## src/rtl/map_port_arbiter.sv

```systemverilog
// Port-B owner for the map/candy BRAM: round-robin shares the port among the
// requesters and performs an atomic read / consume (read-modify-write) access.
module map_port_arbiter #(
    parameter int unsigned       N_REQ       = 5,
    parameter int unsigned       ADDR_W      = 11,
    parameter int unsigned       DEPTH       = 1152,
    parameter int unsigned       DATA_W      = 4,
    parameter logic [DATA_W-1:0] CANDY_TILE  = DATA_W'(1),
    parameter logic [DATA_W-1:0] COOKIE_TILE = DATA_W'(2),
    parameter logic [DATA_W-1:0] EMPTY_TILE  = DATA_W'(0),
    parameter logic [DATA_W-1:0] WALL_TILE   = DATA_W'(4'hF)
) (
    input  logic                     vga_pix_clk,
    input  logic                     rst,
    input  logic                     hold,
    input  logic [N_REQ-1:0]         req,
    input  logic [N_REQ-1:0]         consume,
    input  logic [N_REQ*ADDR_W-1:0]  addr,
    output logic [N_REQ-1:0]         gnt,
    output logic [N_REQ-1:0]         rvalid,
    output logic [DATA_W-1:0]        rdata,
    output logic                     ate_candy_stb,
    output logic                     ate_cookie_stb,
    output logic [ADDR_W-1:0]        mem_addr,
    output logic                     mem_we,
    output logic [DATA_W-1:0]        mem_din,
    input  logic [DATA_W-1:0]        mem_dout
);

    localparam int unsigned IDX_W = (N_REQ > 1) ? $clog2(N_REQ) : 1;

    typedef enum logic [2:0] {
        IDLE,
        ISSUE,
        CAPTURE,
        WRITEBACK,
        RESP
    } state_t;

    state_t              state_q, state_d;
    logic [IDX_W-1:0]    rr_ptr_q, rr_ptr_d;
    logic [IDX_W-1:0]    idx_q, idx_d;
    logic [ADDR_W-1:0]   addr_q, addr_d;
    logic                op_q, op_d;
    logic                oor_q, oor_d;
    logic [DATA_W-1:0]   tile_q, tile_d;

    logic [N_REQ-1:0]    gnt_q, gnt_d;
    logic [N_REQ-1:0]    rvalid_q, rvalid_d;
    logic [DATA_W-1:0]   rdata_q, rdata_d;
    logic                candy_q, candy_d;
    logic                cookie_q, cookie_d;
    logic                we_q, we_d;

    logic [ADDR_W-1:0]   addr_arr [N_REQ];
    logic                found;
    logic [IDX_W-1:0]    win;
    int unsigned         cand;
    logic [IDX_W-1:0]    cand_idx;
    logic                consumable;

    // Split the packed address bus into one slice per requester.
    for (genvar g = 0; g < N_REQ; g++) begin : g_unpack
        assign addr_arr[g] = addr[g*ADDR_W +: ADDR_W];
    end

    // Round-robin search: first requester at or after rr_ptr, wrapping.
    always_comb begin
        found    = 1'b0;
        win      = '0;
        cand     = 0;
        cand_idx = '0;
        for (int unsigned k = 0; k < N_REQ; k++) begin
            cand = 32'(rr_ptr_q) + k;
            if (cand >= N_REQ) begin
                cand = cand - N_REQ;
            end
            cand_idx = IDX_W'(cand);
            if (!found && req[cand_idx]) begin
                found = 1'b1;
                win   = cand_idx;
            end
        end
    end

    // A consume only rewrites tiles that are actually edible.
    assign consumable = op_q && !oor_q &&
                        ((mem_dout == CANDY_TILE) || (mem_dout == COOKIE_TILE));

    // Next-state and next-output decode; outputs are registered from these.
    always_comb begin
        state_d  = state_q;
        rr_ptr_d = rr_ptr_q;
        idx_d    = idx_q;
        addr_d   = addr_q;
        op_d     = op_q;
        oor_d    = oor_q;
        tile_d   = tile_q;
        gnt_d    = '0;
        rvalid_d = '0;
        rdata_d  = '0;
        candy_d  = 1'b0;
        cookie_d = 1'b0;
        we_d     = 1'b0;

        case (state_q)
            IDLE: begin
                if (!hold && found) begin
                    idx_d      = win;
                    addr_d     = addr_arr[win];
                    op_d       = consume[win];
                    oor_d      = (32'(addr_arr[win]) >= DEPTH);
                    gnt_d[win] = 1'b1;
                    state_d    = ISSUE;
                end
            end
            ISSUE: begin
                state_d = CAPTURE;
            end
            CAPTURE: begin
                tile_d = oor_q ? WALL_TILE : mem_dout;
                if (consumable) begin
                    we_d    = 1'b1;
                    state_d = WRITEBACK;
                end else begin
                    rvalid_d[idx_q] = 1'b1;
                    rdata_d         = tile_d;
                    state_d         = RESP;
                end
            end
            WRITEBACK: begin
                rvalid_d[idx_q] = 1'b1;
                rdata_d         = tile_q;
                candy_d         = (tile_q == CANDY_TILE);
                cookie_d        = (tile_q == COOKIE_TILE) && (tile_q != CANDY_TILE);
                state_d         = RESP;
            end
            RESP: begin
                rr_ptr_d = (32'(idx_q) == N_REQ - 1) ? '0 : idx_q + IDX_W'(1);
                state_d  = IDLE;
            end
            default: begin
                state_d = IDLE;
            end
        endcase
    end

    // State, access latches and registered outputs; reset aborts any access.
    always_ff @(posedge vga_pix_clk or posedge rst) begin
        if (rst) begin
            state_q  <= IDLE;
            rr_ptr_q <= '0;
            idx_q    <= '0;
            addr_q   <= '0;
            op_q     <= 1'b0;
            oor_q    <= 1'b0;
            tile_q   <= '0;
            gnt_q    <= '0;
            rvalid_q <= '0;
            rdata_q  <= '0;
            candy_q  <= 1'b0;
            cookie_q <= 1'b0;
            we_q     <= 1'b0;
        end else begin
            state_q  <= state_d;
            rr_ptr_q <= rr_ptr_d;
            idx_q    <= idx_d;
            addr_q   <= addr_d;
            op_q     <= op_d;
            oor_q    <= oor_d;
            tile_q   <= tile_d;
            gnt_q    <= gnt_d;
            rvalid_q <= rvalid_d;
            rdata_q  <= rdata_d;
            candy_q  <= candy_d;
            cookie_q <= cookie_d;
            we_q     <= we_d;
        end
    end

    assign gnt            = gnt_q;
    assign rvalid         = rvalid_q;
    assign rdata          = rdata_q;
    assign ate_candy_stb  = candy_q;
    assign ate_cookie_stb = cookie_q;
    assign mem_addr       = addr_q;
    assign mem_we         = we_q;
    assign mem_din        = EMPTY_TILE;

endmodule

```

## config.mk

```make
export PLATFORM = sky130hd
export DESIGN_NAME = map_port_arbiter
export DESIGN_NICKNAME = d
export VERILOG_FILES = /design/src/rtl/map_port_arbiter.sv
export SDC_FILE = /design/constraint.sdc
export NUM_CORES = 1
export LEC_CHECK = 0
export ABC_AREA = 1
export BUFFER_PORTS_ARGS = -buffer_cell sky130_fd_sc_hd__buf_4
export CAP_MARGIN = 10
export CORE_ASPECT_RATIO = 1.4
export CORE_MARGIN = 2
export CORE_UTILIZATION = 46
export DETAILED_ROUTE_END_ITERATION = 8
export PLACE_DENSITY = 0.71
export SLEW_MARGIN = 20
export SYNTH_ARGS = -nofsm -noshare
export SYNTH_HDL_FRONTEND = slang
export SYNTH_SLANG_ARGS = --single-unit
```

## constraint.sdc

```tcl
create_clock -name vga_pix_clk -period 3.6 [get_ports vga_pix_clk]
set_input_delay 0.54 -clock vga_pix_clk [delete_from_list [all_inputs] [get_ports vga_pix_clk]]
set_output_delay 0.54 -clock vga_pix_clk [all_outputs]
set_load 0.005 [all_outputs]
```

======== After elaboration in Yosys (flattened, before gate mapping) ========
Cells that the tools add are included.
word-level totals
  flip-flop bits (word level) ............. 43
  input bits .............................. 72
operators by class
  add/sub/neg operators ................... 10
  magnitude comparators ................... 16
  equal/unequal tests ..................... 11
  muxes and demuxes ....................... 49
  bitwise logic cells ..................... 1
  reductions and logical operators ........ 19
operators with widths
  operator                                                     count
  2-to-1 mux 3 bit                                             13
  binary-select mux 11 bit (select 3 bit)                      1
  less-than comparator 3 x 4 -> 1 bit (second input constant)  7
  2-to-1 mux 11 bit                                            2
  binary-select mux 1 bit (select 3 bit)                       6
  2-to-1 mux 1 bit                                             17
  >= comparator 4 x 3 -> 1 bit (second input constant)         4
  2-to-1 mux 5 bit                                             3
  subtractor 3 bit (second input constant)                     5
  case mux 3 bit (4 select lines)                              1
  >= comparator 11 bit (second input constant)                 1
  logical AND 1 bit                                            10
  case mux 5 bit (2 select lines)                              1
  adder 3 x 2 -> 4 bit (second input constant)                 2
  equality test 4 x 1 -> 1 bit (second input constant)         2
  equality test 4 x 2 -> 1 bit (second input constant)         2
  2-to-1 mux 4 bit                                             2
  case mux 4 bit (2 select lines)                              1
  demux 1 bit (select 3 bit)                                   2
  equality test 3 x 2 -> 1 bit (second input constant)         2
  equality test 3 bit (second input constant)                  2
  >= comparator 3 x 1 -> 1 bit (second input constant)         2
  zero test 1 bit                                              6
  adder 3 x 1 -> 4 bit (second input constant)                 1
  other kinds (11)                                             11

======== Depth between registers and ports, before layout ========
Gate-level depths: netlist of run 1.
  depth after elaboration ................. 23
  gate-level depth with buffers ........... 27
  mapped depth without buffers ............ 26

======== Worst setup path after synthesis of run 1 ========
OpenSTA, ideal clock, no wires.
  path kind ............................... register to register
  from .................................... register rr_ptr_q[0]
  to ...................................... register oor_q
  arrival time ............................ 2983 ps
  data required time ...................... 3484 ps
  slack ................................... 500 ps
  stages on the path, launching flop included .. 25
  clock period less this slack ............ 3100 ps
  cells stage by stage .................... dfrtp_1 > buf_6 > inv_4 > ha_1 > inv_1 > fa_1 > inv_1 > nand2_1 > nand2_1 > nand2_1 > nand2_1 > nand3_1 > nand3_1 > nand2_1 > inv_1 > nand4_4 > nor2_1 > o21bai_4 > nand2_2 > inv_2 > nand2_1 > nand3_1 > nor2_1 > nand2_1 > nand2_1
on the way
  longest elaborated chain between the ends .. 22
  elaborated cells between the ends (all ways) .. 54
  those cells by class .................... add/sub (9); order compare (6); mux (28); bitwise (1); reduce/logical (10)
RTL lines
  item                                                                           line  text
  start: declaration                                                             41    logic [IDX_W-1:0] rr_ptr_q, rr_ptr_d;
  start signal: assignment                                                       166   rr_ptr_q <= rr_ptr_d;
  parallel branches: the longest is 22 deep, another holds adder 3 x 1 -> 4 bit  -
  end signal: assignment                                                         170   oor_q <= oor_d;
  end: declaration                                                               45    logic oor_q, oor_d;
Several ways; the timed one is not identified. The select of a mux whose other input is x is not followed.
A chain may end at the register's enable or synchronous reset.

======== Worst setup path in the final report of run 1 ========
  from .................................... register rr_ptr_q[0]
  to ...................................... register addr_q[2], in the netlist mem_addr[2]
on the way
  longest elaborated chain between the ends .. 21
  elaborated cells between the ends (all ways) .. 53
  those cells by class .................... add/sub (9); order compare (5); mux (28); bitwise (1); reduce/logical (10)
RTL lines
  item                                                                           line  text
  parallel branches: the longest is 21 deep, another holds adder 3 x 1 -> 4 bit  -
  end signal: assignment                                                         168   addr_q <= addr_d;
  end: declaration                                                               43    logic [ADDR_W-1:0] addr_q, addr_d;
Several ways; the timed one is not identified. The select of a mux whose other input is x is not followed.

==> results.cfg, run 1 <==
[outcome]
outcome = completed

[worst_setup_path]
worst_setup_path_end_kind = flip-flop
crit_required_ns = 3.79
critical_path.max_stage_delay_ns = 0.42
most_repeated_library_cell_on_the_critical_path = sky130_fd_sc_hd__nand2_1
slowest_cell_on_the_critical_path = sky130_fd_sc_hd__dfrtp_1
path_max_fanout = 17
crit_path_cell_trace = inv_4 > ha_1 > inv_1 > fa_1 > inv_1 > nand2_1 > nand2_1 > nand2_1 > nand2_1 > nand3_1 > nand3_1 > nand2_1 > inv_2 > nand4_4 > inv_1 > nand2_2 > nand2_4 > inv_2 > nand2_1 > a21oi_1 > or2_1 > nand2_1 > nand3_1
worst_setup_path_start_kind = flip-flop
reg2reg_setup_slack_ns = 0.24
critPathLaunch = rr_ptr_q[0]$_DFFE_PP0N_
r2r_end = mem_addr[2]$_DFFE_PP0P_
reg2regPathDepth = 23
crit_path_end = mem_addr[2]$_DFFE_PP0P_
startpoint_of_the_worst_register_to_register_path = rr_ptr_q[0]$_DFFE_PP0N_
critical_path_class = flip-flop to flip-flop
data_arrival_at_the_endpoint_of_the_critical_path_ns = 3.54

[sta]
tightestPinTransition_ns = 0.7941
clock.fmax_mhz = 297.8
skew_ns = 0.01177
timing.final.hold_violations = 0
finalCritPeriodShare_pct = 93.29
timing.max_slew.rel_slack_pct = 45.69
finalSetupViolations = 0
timing.final.max_slew_violations = 0
period_needed_ns = 3.358
setup_tns_ns = 0
layout_setup_ws_ns = 0.2415
holdWs_ns = 0.1868
rsz0062_at_grt = yes

[hold_path]
type_of_the_most_critical_hold_path = primary input to asynchronous set/reset pin

[placed_design]
gp_congestion = 0.9470
port_buffers = 99
worst_setup_slack_after_placement_ns = 0.1030
total_placed_instance_area_sq_um = 3996
detailed_place_hpwl_microns = 7355

[floorplanning]
cell_row_count = 35
floorplan.die.height_microns = 102.1
fp.dieArea_sq_um = 7562
coreArea_sq_um = 6613
die_x_microns = 74.07
initial_core_utilization_pct = 47.81
ios = 104

[drt]
detail_route.wirelength_microns = 9025
drt_first_pass_iters = 4
drt_first_iter_violations = 185
routed-via-count = 3464
drt_drc_violations_left = 0
viasPerCell = 5.209
antenna_left = 0
wl_per_cell_microns = 13.57

[yosys]
cells_after_synthesis = 467
syn-mean-instance-area_sq_um = 6.770
yosys_register_bits = 43
synth_top_flop_cell = sky130_fd_sc_hd__dfrtp_1
synth.yosys.warnings = 0
synth.cell_area_sq_um = 3162
synth_sequential_area_ratio_pct = 34.03
asyncSetResetFlopFracSynth_pct = 100.0
yosys.cell_types.count = 34
synth_enable_flop_cells = 0

[clock_tree]
cts_buffers = 5
htreeDepth = 2
cts_buffer_depth = 2
postCtsHoldBufs = 0
cts.clk_slew.worst_paths_ns = 0.10
cts_num_sinks = 43
insertion_delay_ns = 0.31
cts_tree = yes
root_buffer = sky130_fd_sc_hd__clkbuf_8

[grt]
largest_net_degree_at_the_start_of_global_routing = 33
grt_util_all_layers_pct = 25.58
globalRouteMet2Util_pct = 47.39
grt_overflow = 0
grt_busiest_layer = met2
grt_use_met3_pct = 4.339
global_route.usage.met1_pct = 29.06
grt_pass1_vias = 3413
grt_first_pass_wirelength_microns = 15120
antenna_violations_before_repair = 0

[final_layout]
layout-drive-gt1-share_pct = 25.48
stdcell_area_sq_um = 4119
num-nets-final = 655
area_growth_pct = 30.27
antenna_cells_inserted = 0

[run]
drv.max_cap_violation_count = 0
## final cells by class
cell class	instances	area (sq um)
well taps	92	115.1
multi-input cells	360	1821
clock buffers	5	68.82
flip-flops and latches	43	1077
clock inverters	3	25.02
inverters	55	209.0
repair buffers	107	803.3
fillers	659	2494
## worst min-delay path by stage
stage	start	slack, ns	cells after the start	endpoint
final	rst	0.19	2	mem_addr[3]$_DFFE_PP0P_
after global routing	rst	0.20	2	mem_addr[3]$_DFFE_PP0P_
after CTS	rst	0.19	2	mem_addr[3]$_DFFE_PP0P_
after detailed placement	tile_q[1]$_DFFE_PP0P_	0.46	1	ate_candy_stb$_DFF_PP0_
after global placement	tile_q[1]$_DFFE_PP0P_	0.46	1	ate_candy_stb$_DFF_PP0_
after floorplan	tile_q[1]$_DFFE_PP0P_	0.43	1	ate_candy_stb$_DFF_PP0_
## per-stage QoR
stage	util [%]	std cells
4_1_cts	61.85	664
3_5_place_dp	60.44	656
6_report	62.29	665
5_1_grt	62.29	665
3_3_place_gp	60.44	656
2_1_floorplan	-	470
## worst max-delay path, delay by kind of cell (launching register included)
kind	cells	cell delay [ns]
compound gates	1	0.05
fa+ha+maj	2	0.48
buf+inv	6	0.62
flops	1	0.42
simple gates	14	1.65
## cells in the mapped netlist (2+ instances only)
master / n / area [sq um]
sky130_fd_sc_hd__ha_1: 10 / 125.1
sky130_fd_sc_hd__nor3_1: 8 / 40.04
sky130_fd_sc_hd__or2_1: 2 / 12.51
sky130_fd_sc_hd__clkbuf_1: 3 / 11.26
sky130_fd_sc_hd__o21ai_0: 25 / 125.1
sky130_fd_sc_hd__dfrtp_1: 43 / 1076
sky130_fd_sc_hd__nand2_1: 161 / 604.3
sky130_fd_sc_hd__nor2_1: 21 / 78.83
sky130_fd_sc_hd__buf_6: 3 / 33.78
sky130_fd_sc_hd__o21ai_1: 14 / 70.07
sky130_fd_sc_hd__nand3_2: 4 / 40.04
sky130_fd_sc_hd__or2_2: 2 / 12.51
sky130_fd_sc_hd__nand2_4: 2 / 22.52
sky130_fd_sc_hd__nand2_2: 6 / 37.54
sky130_fd_sc_hd__inv_2: 6 / 22.52
sky130_fd_sc_hd__a21oi_1: 15 / 75.07
sky130_fd_sc_hd__o211ai_1: 4 / 30.03
sky130_fd_sc_hd__inv_1: 48 / 180.2
sky130_fd_sc_hd__nand3_1: 59 / 295.3
sky130_fd_sc_hd__buf_4: 5 / 37.54
sky130_fd_sc_hd__nand4_1: 13 / 81.33
## flip-flops by register name (all words and copies together) (netlist names)
register / count
idx_q: 3
state_q: 3
mem_addr: 11
tile_q: 4
ate_cookie_stb: 1
rdata: 4
ate_candy_stb: 1
mem_we: 1
gnt: 5
rvalid: 5
op_q: 1
oor_q: 1
rr_ptr_q: 3
## cells by family after synthesis
kind of cell	Yosys count	synth area share (%)
buf+inv	67	9.379
xor+xnor	1	0.5146
compound gates	63	11.12
fa+ha+maj	11	4.590
simple gates	281	40.25
flops	43	34.03
other cells	1	0.1186
## layout by cell type, fill, tap and decap left out, types with 2 or more instances in the layout
cell type                  count
sky130_fd_sc_hd__nand2_1     160
sky130_fd_sc_hd__buf_4       107
sky130_fd_sc_hd__nand3_1      59
sky130_fd_sc_hd__inv_1        45
sky130_fd_sc_hd__dfrtp_1      42
sky130_fd_sc_hd__o21ai_0      23
sky130_fd_sc_hd__nor2_1       21
sky130_fd_sc_hd__o21ai_1      16
sky130_fd_sc_hd__a21oi_1      15
sky130_fd_sc_hd__nand4_1      13
sky130_fd_sc_hd__ha_1          9
sky130_fd_sc_hd__inv_2         8
sky130_fd_sc_hd__nor3_1        8
sky130_fd_sc_hd__nand2_2       6
sky130_fd_sc_hd__clkbuf_8      5
sky130_fd_sc_hd__nand3_2       4
sky130_fd_sc_hd__o211ai_1      4
sky130_fd_sc_hd__conb_1        4
sky130_fd_sc_hd__nand2_4       3
sky130_fd_sc_hd__or2_2         2
sky130_fd_sc_hd__or2_1         2
sky130_fd_sc_hd__clkinv_4      2
## metal layers
layer,up-vias,wire length (microns)
li1,1730,-
met1,1602,3552
met2,114,4810
met3,18,457
met4,0,205
met5,-,0
## repair_timing
action | CTS | global route
buffers inserted | 0 | 1
endpoints found under the setup margin | 0 | 15
resized for setup | 0 | 8
Power of run 1 is left out: the tool's default activity adds up to more than one toggle a clock period on the data nets, which glitch-free logic cannot reach.
==> run 2: changes to the inputs <==
--- a/config.mk
+++ b/config.mk
@@ -8,11 +8,12 @@
 export ABC_AREA = 1
 export BUFFER_PORTS_ARGS = -buffer_cell sky130_fd_sc_hd__buf_4
 export CAP_MARGIN = 10
-export CORE_ASPECT_RATIO = 1.4
+export CORE_ASPECT_RATIO = 1.2
 export CORE_MARGIN = 2
 export CORE_UTILIZATION = 46
 export DETAILED_ROUTE_END_ITERATION = 8
 export PLACE_DENSITY = 0.71
+export RECOVER_POWER = 50
 export SLEW_MARGIN = 20
 export SYNTH_ARGS = -nofsm -noshare
 export SYNTH_HDL_FRONTEND = slang
==> run 2 against run 1 <==
Net effect:
- the flow now finishes with violations (max-capacitance violations, max-slew violations)
- critical endpoint is now oor_q$_DFFE_PP0P_
- global-route usage shrank 0.88 points
- sequential share of layout area shrank 0.30 points
- first-iteration DRC count shrank 23%
- die area is essentially flat
- routed wire length is essentially flat
- count of clock-buffer cells in the layout grew 2
- core utilization shrank 0.38 points
- critical path depth grew 1
- cell count shrank 0.15%
- hold slack gained 0.27 ns
- via count grew 0.29%
- setup slack gained 0.059 ns
==> results.cfg, run 2 (synthesis gave the netlist of run 1 again) <==
[outcome]
outcome = finished, violations left
violations_in_the_final_reports = max-capacitance violations, max-slew violations

[hold_path]
min_delay_path_depth = 3
type_of_the_most_critical_hold_path = primary input to flip-flop
hold_path_startpoint = addr[49]
worstHoldEndpoint = mem_addr[5]$_DFFE_PP0P_

[final_layout]
final.fill_count = 625
layout.cells.most_common = sky130_fd_sc_hd__nand2_1
top_library_cells_by_usage_in_the_layout_fill_and_taps_aside = sky130_fd_sc_hd__nand2_1 (160), sky130_fd_sc_hd__buf_4 (101), sky130_fd_sc_hd__nand3_1 (59)
antenna_cells_inserted = 0
largest_register_ff_count = 11
postLayoutCoreUtil_pct = 61.91
area_growth_pct = 31.78
layout-drive-gt1-share_pct = 25.48
area.sequential_sq_um = 1077
num-nets-final = 659
area_occupied_by_multi_input_gates_sq_um = 1839

[run]
drv.max_cap_violation_count = 1

[worst_setup_path]
worst_setup_path_start_kind = flip-flop
critPathLaunch = rr_ptr_q[0]$_DFFE_PP0N_
data_arrival_at_the_endpoint_of_the_critical_path_ns = 3.49
worst_setup_path_end_kind = flip-flop
path_max_fanout = 10
reg2regPathDepth = 24
r2r_end = oor_q$_DFFE_PP0P_
reg2reg_setup_slack_ns = 0.30
critical_path_class = flip-flop to flip-flop
startpoint_of_the_worst_register_to_register_path = rr_ptr_q[0]$_DFFE_PP0N_
crit_required_ns = 3.80

[floorplanning]
initial_core_utilization_pct = 46.98
floorplan.die.height_microns = 94.82
die_x_microns = 79.68
coreArea_sq_um = 6730
cell_row_count = 33
fp.dieArea_sq_um = 7555
ios = 104

[sta]
timing.max_slew.rel_slack_pct = -48.36
finalSetupViolations = 0
timing.final.hold_violations = 0
finalCritPeriodShare_pct = 91.65
timing.final.max_slew_violations = 44
holdWs_ns = 0.4611
tightestPinTransition_ns = 2.225
period_needed_ns = 3.300
clock.fmax_mhz = 303.1
skew_ns = 0.007556

[clock_tree]
postCtsHoldBufs = 0
cts_buffer_depth = 2
cts_tree = yes
root_buffer = sky130_fd_sc_hd__clkbuf_8
insertion_delay_ns = 0.30
cts_num_sinks = 43
htreeDepth = 2
cts_buffers = 5
cts.clk_slew.worst_paths_ns = 0.08

[drt]
drt_first_iter_violations = 143
drt_first_pass_iters = 6
wl_per_cell_microns = 13.61
viasPerCell = 5.232
routed-via-count = 3474
drt_drc_violations_left = 0
detail_route.wirelength_microns = 9034
antenna_left = 0

[placed_design]
gp_congestion = 0.8829
detailed_place_hpwl_microns = 7127
port_buffers = 99

[grt]
grt_overflow = 0
grt_pass1_vias = 3398
antenna_violations_before_repair = 0
grt_first_pass_wirelength_microns = 14680
grt_util_all_layers_pct = 24.70
largest_net_degree_at_the_start_of_global_routing = 44
run 2: critical path, stage by stage (launching register included):
cell	delay, ns
sky130_fd_sc_hd__dfrtp_1	0.42
sky130_fd_sc_hd__inv_4	0.12
sky130_fd_sc_hd__ha_1	0.16
sky130_fd_sc_hd__inv_1	0.06
sky130_fd_sc_hd__fa_1	0.36
sky130_fd_sc_hd__inv_1	0.12
sky130_fd_sc_hd__nand2_2	0.10
sky130_fd_sc_hd__nand2_1	0.11
sky130_fd_sc_hd__nand2_1	0.11
sky130_fd_sc_hd__nand2_1	0.07
sky130_fd_sc_hd__nand3_1	0.07
sky130_fd_sc_hd__nand3_1	0.09
sky130_fd_sc_hd__nand2_1	0.13
sky130_fd_sc_hd__inv_2	0.16
sky130_fd_sc_hd__nand4_4	0.15
sky130_fd_sc_hd__inv_1	0.14
sky130_fd_sc_hd__nand2_1	0.06
sky130_fd_sc_hd__nand2_1	0.16
sky130_fd_sc_hd__inv_1	0.15
sky130_fd_sc_hd__nand2_1	0.08
sky130_fd_sc_hd__nand2_1	0.05
sky130_fd_sc_hd__nor2_1	0.14
sky130_fd_sc_hd__nand3_1	0.10
sky130_fd_sc_hd__nand2_1	0.06
sky130_fd_sc_hd__nand2_1	0.04
run 2: worst max path at each step:
| stage | endpoint | depth (start not counted) |
|---|---|---|
| after floorplan | oor_q$_DFFE_PP0P_ | 24 |
| after global placement | mem_addr[6]$_DFFE_PP0P_ | 20 |
| after detailed placement | mem_addr[6]$_DFFE_PP0P_ | 21 |
| after CTS | mem_addr[6]$_DFFE_PP0P_ | 23 |
| after global routing | oor_q$_DFFE_PP0P_ | 25 |
| final | oor_q$_DFFE_PP0P_ | 24 |
run 2: area by class of cell:
cell class	count	share of cell area, %
Inverter	55	5.075
Clock buffer	7	2.312
Sequential cell	43	25.86
Tap cell	87	2.613
Multi-Input combinational cell	361	44.14
Timing Repair Buffer	110	19.82
Clock inverter	1	0.1802
run 2: metrics by stage:
stage               worst slack (ns)  std cells  TNS [ns]  area (sq um)
finish                        0.3004        664         0          4167
global route                -0.01419        664  -0.01419          4167
CTS                           0.1472        658         0          4086
detailed placement            0.1659        650         0          3983
global placement              0.2790        650         0          3983
floorplan                     0.5002        470         0          3173
run 2: repair_timing:
action                                  4_1_cts  5_1_grt
gates resized for setup                       0       11
buffers inserted                              0        5
endpoints found under the setup margin        0       13
run 2: metal layers:
metal | global-route usage, % | part of all wire [%]
met4 | 9.626 | 3.0
met1 | 27.23 | 39
met5 | 0 | 0
met2 | 46.57 | 53
met3 | 4.207 | 5.0
Power of run 2 is left out for the same reason.
==> run 3: changes to the inputs <==
--- a/config.mk
+++ b/config.mk
@@ -10,9 +10,9 @@
 export CAP_MARGIN = 10
 export CORE_ASPECT_RATIO = 1.2
 export CORE_MARGIN = 2
-export CORE_UTILIZATION = 46
+export CORE_UTILIZATION = 45
 export DETAILED_ROUTE_END_ITERATION = 8
-export PLACE_DENSITY = 0.71
+export PLACE_DENSITY = 0.69
 export RECOVER_POWER = 50
 export SLEW_MARGIN = 20
 export SYNTH_ARGS = -nofsm -noshare
==> run 3 against run 2 <==
Net effect:
- the flow still finishes with violations (max-capacitance violations, max-slew violations)
- cell count rose by 0.60%
- count of clock-buffer cells in the layout fell by 2
- core utilization is 0.18 points lower
- non-clock buffer count increased by 5
- fmax decreased by 0.81%
- hold slack worse by 0.0041 ns
- routed wire length up 1.9%
- final area increased by 0.93%
- register-to-register slack got worse by 0.03 ns
- clock skew decreased by 0.0031 ns
- die area is 2.1% higher
==> results.cfg, run 3 (synthesis gave the netlist of run 1 again) <==
[outcome]
outcome = finished, violations left
violations_in_the_final_reports = max-capacitance violations, max-slew violations

[sta]
timing.max_slew.rel_slack_pct = -49.06
finalSetupViolations = 0
clock.fmax_mhz = 300.6
finalCritPeriodShare_pct = 92.40
tightestPinTransition_ns = 2.236
timing.final.hold_violations = 0
timing.final.max_slew_violations = 44
period_needed_ns = 3.327
skew_ns = 0.004435

[worst_setup_path]
crit_required_ns = 3.79
reg2regPathDepth = 25
startpoint_of_the_worst_register_to_register_path = rr_ptr_q[1]$_DFFE_PP0N_
path_max_fanout = 10
r2r_end = oor_q$_DFFE_PP0P_
critPathLaunch = rr_ptr_q[1]$_DFFE_PP0N_
reg2reg_setup_slack_ns = 0.27
worst_setup_path_start_kind = flip-flop
critical_path_class = flip-flop to flip-flop
data_arrival_at_the_endpoint_of_the_critical_path_ns = 3.52
worst_setup_path_end_kind = flip-flop

[final_layout]
largest_register_ff_count = 11
top_library_cells_by_usage_in_the_layout_fill_and_taps_aside = sky130_fd_sc_hd__nand2_1 (157), sky130_fd_sc_hd__buf_4 (104), sky130_fd_sc_hd__nand3_1 (58)
area_growth_pct = 33.00
num-nets-final = 663
layout-drive-gt1-share_pct = 27.02
stdcell_count = 668
layout.cells.most_common = sky130_fd_sc_hd__nand2_1
antenna_cells_inserted = 0
final.fill_count = 659

[run]
drv.max_cap_violation_count = 1

[clock_tree]
htreeDepth = 2
root_buffer = sky130_fd_sc_hd__clkbuf_8
cts.clk_slew.worst_paths_ns = 0.08
cts_num_sinks = 43
insertion_delay_ns = 0.29
cts_buffer_depth = 2
cts_tree = yes
cts_buffers = 5

[grt]
grt_overflow = 0
grt_first_pass_wirelength_microns = 14450
grt_pass1_vias = 3295
grt_util_all_layers_pct = 23.98
antenna_violations_before_repair = 0
largest_net_degree_at_the_start_of_global_routing = 44

[drt]
antenna_left = 0
viasPerCell = 5.183
drt_drc_violations_left = 0
detail_route.wirelength_microns = 9203
drt_first_pass_iters = 5
routed-via-count = 3462
wl_per_cell_microns = 13.78
drt_first_iter_violations = 124

[placed_design]
placed_cells = 652
port_buffers = 99
detailed_place_hpwl_microns = 7337
gp_congestion = 0.8777

[hold_path]
hold_path_startpoint = addr[47]
worstHoldEndpoint = mem_addr[3]$_DFFE_PP0P_
type_of_the_most_critical_hold_path = primary input to flip-flop
min_delay_path_depth = 3

[floorplanning]
cell_row_count = 33
fp.dieArea_sq_um = 7715
floorplan.die.height_microns = 95.82
ios = 104
die_x_microns = 80.52
coreArea_sq_um = 6813
initial_core_utilization_pct = 46.41
## run 3: cell count changes in the layout (fill, tap and decap cells not counted), moves of 2 or more
cell / previous run / this run
sky130_fd_sc_hd__clkbuf_4: 6 / 9
sky130_fd_sc_hd__o21ai_0: 25 / 23
sky130_fd_sc_hd__nand2_4: 4 / 2
sky130_fd_sc_hd__clkbuf_8: 7 / 5
sky130_fd_sc_hd__nand2_2: 6 / 10
sky130_fd_sc_hd__buf_4: 101 / 104
sky130_fd_sc_hd__o21ai_1: 14 / 16
sky130_fd_sc_hd__nand2_1: 160 / 157
## run 3: how the worst max path moves through the flow
stage                         to  cells after the start  slack (ns)
2_1_floorplan  oor_q$_DFFE_PP0P_                     24        0.50
3_3_place_gp   oor_q$_DFFE_PP0P_                     22        0.14
3_5_place_dp   oor_q$_DFFE_PP0P_                     22        0.02
4_1_cts        oor_q$_DFFE_PP0P_                     22       0.006
5_1_grt        oor_q$_DFFE_PP0P_                     25       -0.01
6_report       oor_q$_DFFE_PP0P_                     25        0.27
## run 3: what timing repair did
item                                    4_1_cts  5_1_grt
endpoints found under the setup margin        0       18
hold buffers                                  0        0
setup buffers                                 0        8
gates resized for setup                       0       16
hold endpoints to repair                      0        0
## run 3: metal layers
metal / up-vias / GRT usage (%) / part of all wire (%) / routed length (microns)
met5: - / 0 / 0 / 0
met4: 0 / 8.616 / 2.3 / 210
met3: 15 / 5.441 / 7.5 / 689
met2: 138 / 45.21 / 53 / 4890
met1: 1569 / 26.02 / 37 / 3413
li1: 1740 / - / - / -
## run 3: final cells by class
cell class                      instances  area (sq um)  share of cell area [%]
Multi-Input combinational cell        360          1826                   43.41
Tap cell                               87         108.9                   2.589
Timing Repair Buffer                  115         863.3                   20.53
Sequential cell                        43          1077                   25.62
Clock inverter                          3         43.79                   1.041
Inverter                               55         217.7                   5.177
Clock buffer                            5         68.82                   1.636
## run 3: critical path, stage by stage, from the launching register on
cell                         delay [ns]
sky130_fd_sc_hd__dfrtp_2           0.42
sky130_fd_sc_hd__clkinvlp_4        0.11
sky130_fd_sc_hd__ha_1              0.23
sky130_fd_sc_hd__ha_2              0.40
sky130_fd_sc_hd__nand2_1           0.09
sky130_fd_sc_hd__nand2_2           0.10
sky130_fd_sc_hd__nand2_1           0.11
sky130_fd_sc_hd__nand2_2           0.10
sky130_fd_sc_hd__nand2_1           0.06
sky130_fd_sc_hd__nand3_1           0.06
sky130_fd_sc_hd__nand3_1           0.07
sky130_fd_sc_hd__nand2_1           0.15
sky130_fd_sc_hd__inv_1             0.11
sky130_fd_sc_hd__nand4_4           0.13
sky130_fd_sc_hd__inv_1             0.08
sky130_fd_sc_hd__nand2_2           0.14
sky130_fd_sc_hd__nand2_4           0.10
sky130_fd_sc_hd__buf_4             0.19
sky130_fd_sc_hd__nand2_1           0.06
sky130_fd_sc_hd__nand2_1           0.04
sky130_fd_sc_hd__nand2_1           0.05
sky130_fd_sc_hd__nand2_1           0.05
sky130_fd_sc_hd__nor2_1            0.15
sky130_fd_sc_hd__nand3_1           0.10
sky130_fd_sc_hd__nand2_1           0.06
sky130_fd_sc_hd__nand2_1           0.05
## run 3: through the flow
stage	setup WS (ns)	cell area, sq um	hold WS (ns)	util, %	TNS, ns
global route	-0.01005	4205	0.4573	61.73	-0.01005
finish	0.2735	4205	0.4569	61.73	0
detailed placement	0.02354	3998	0.4519	58.68	0
floorplan	0.5002	3173	0.4314	-	0
CTS	0.006212	4110	0.3845	60.33	0
global placement	0.1409	3998	0.4568	58.68	0
Power of run 3 is left out for the same reason.
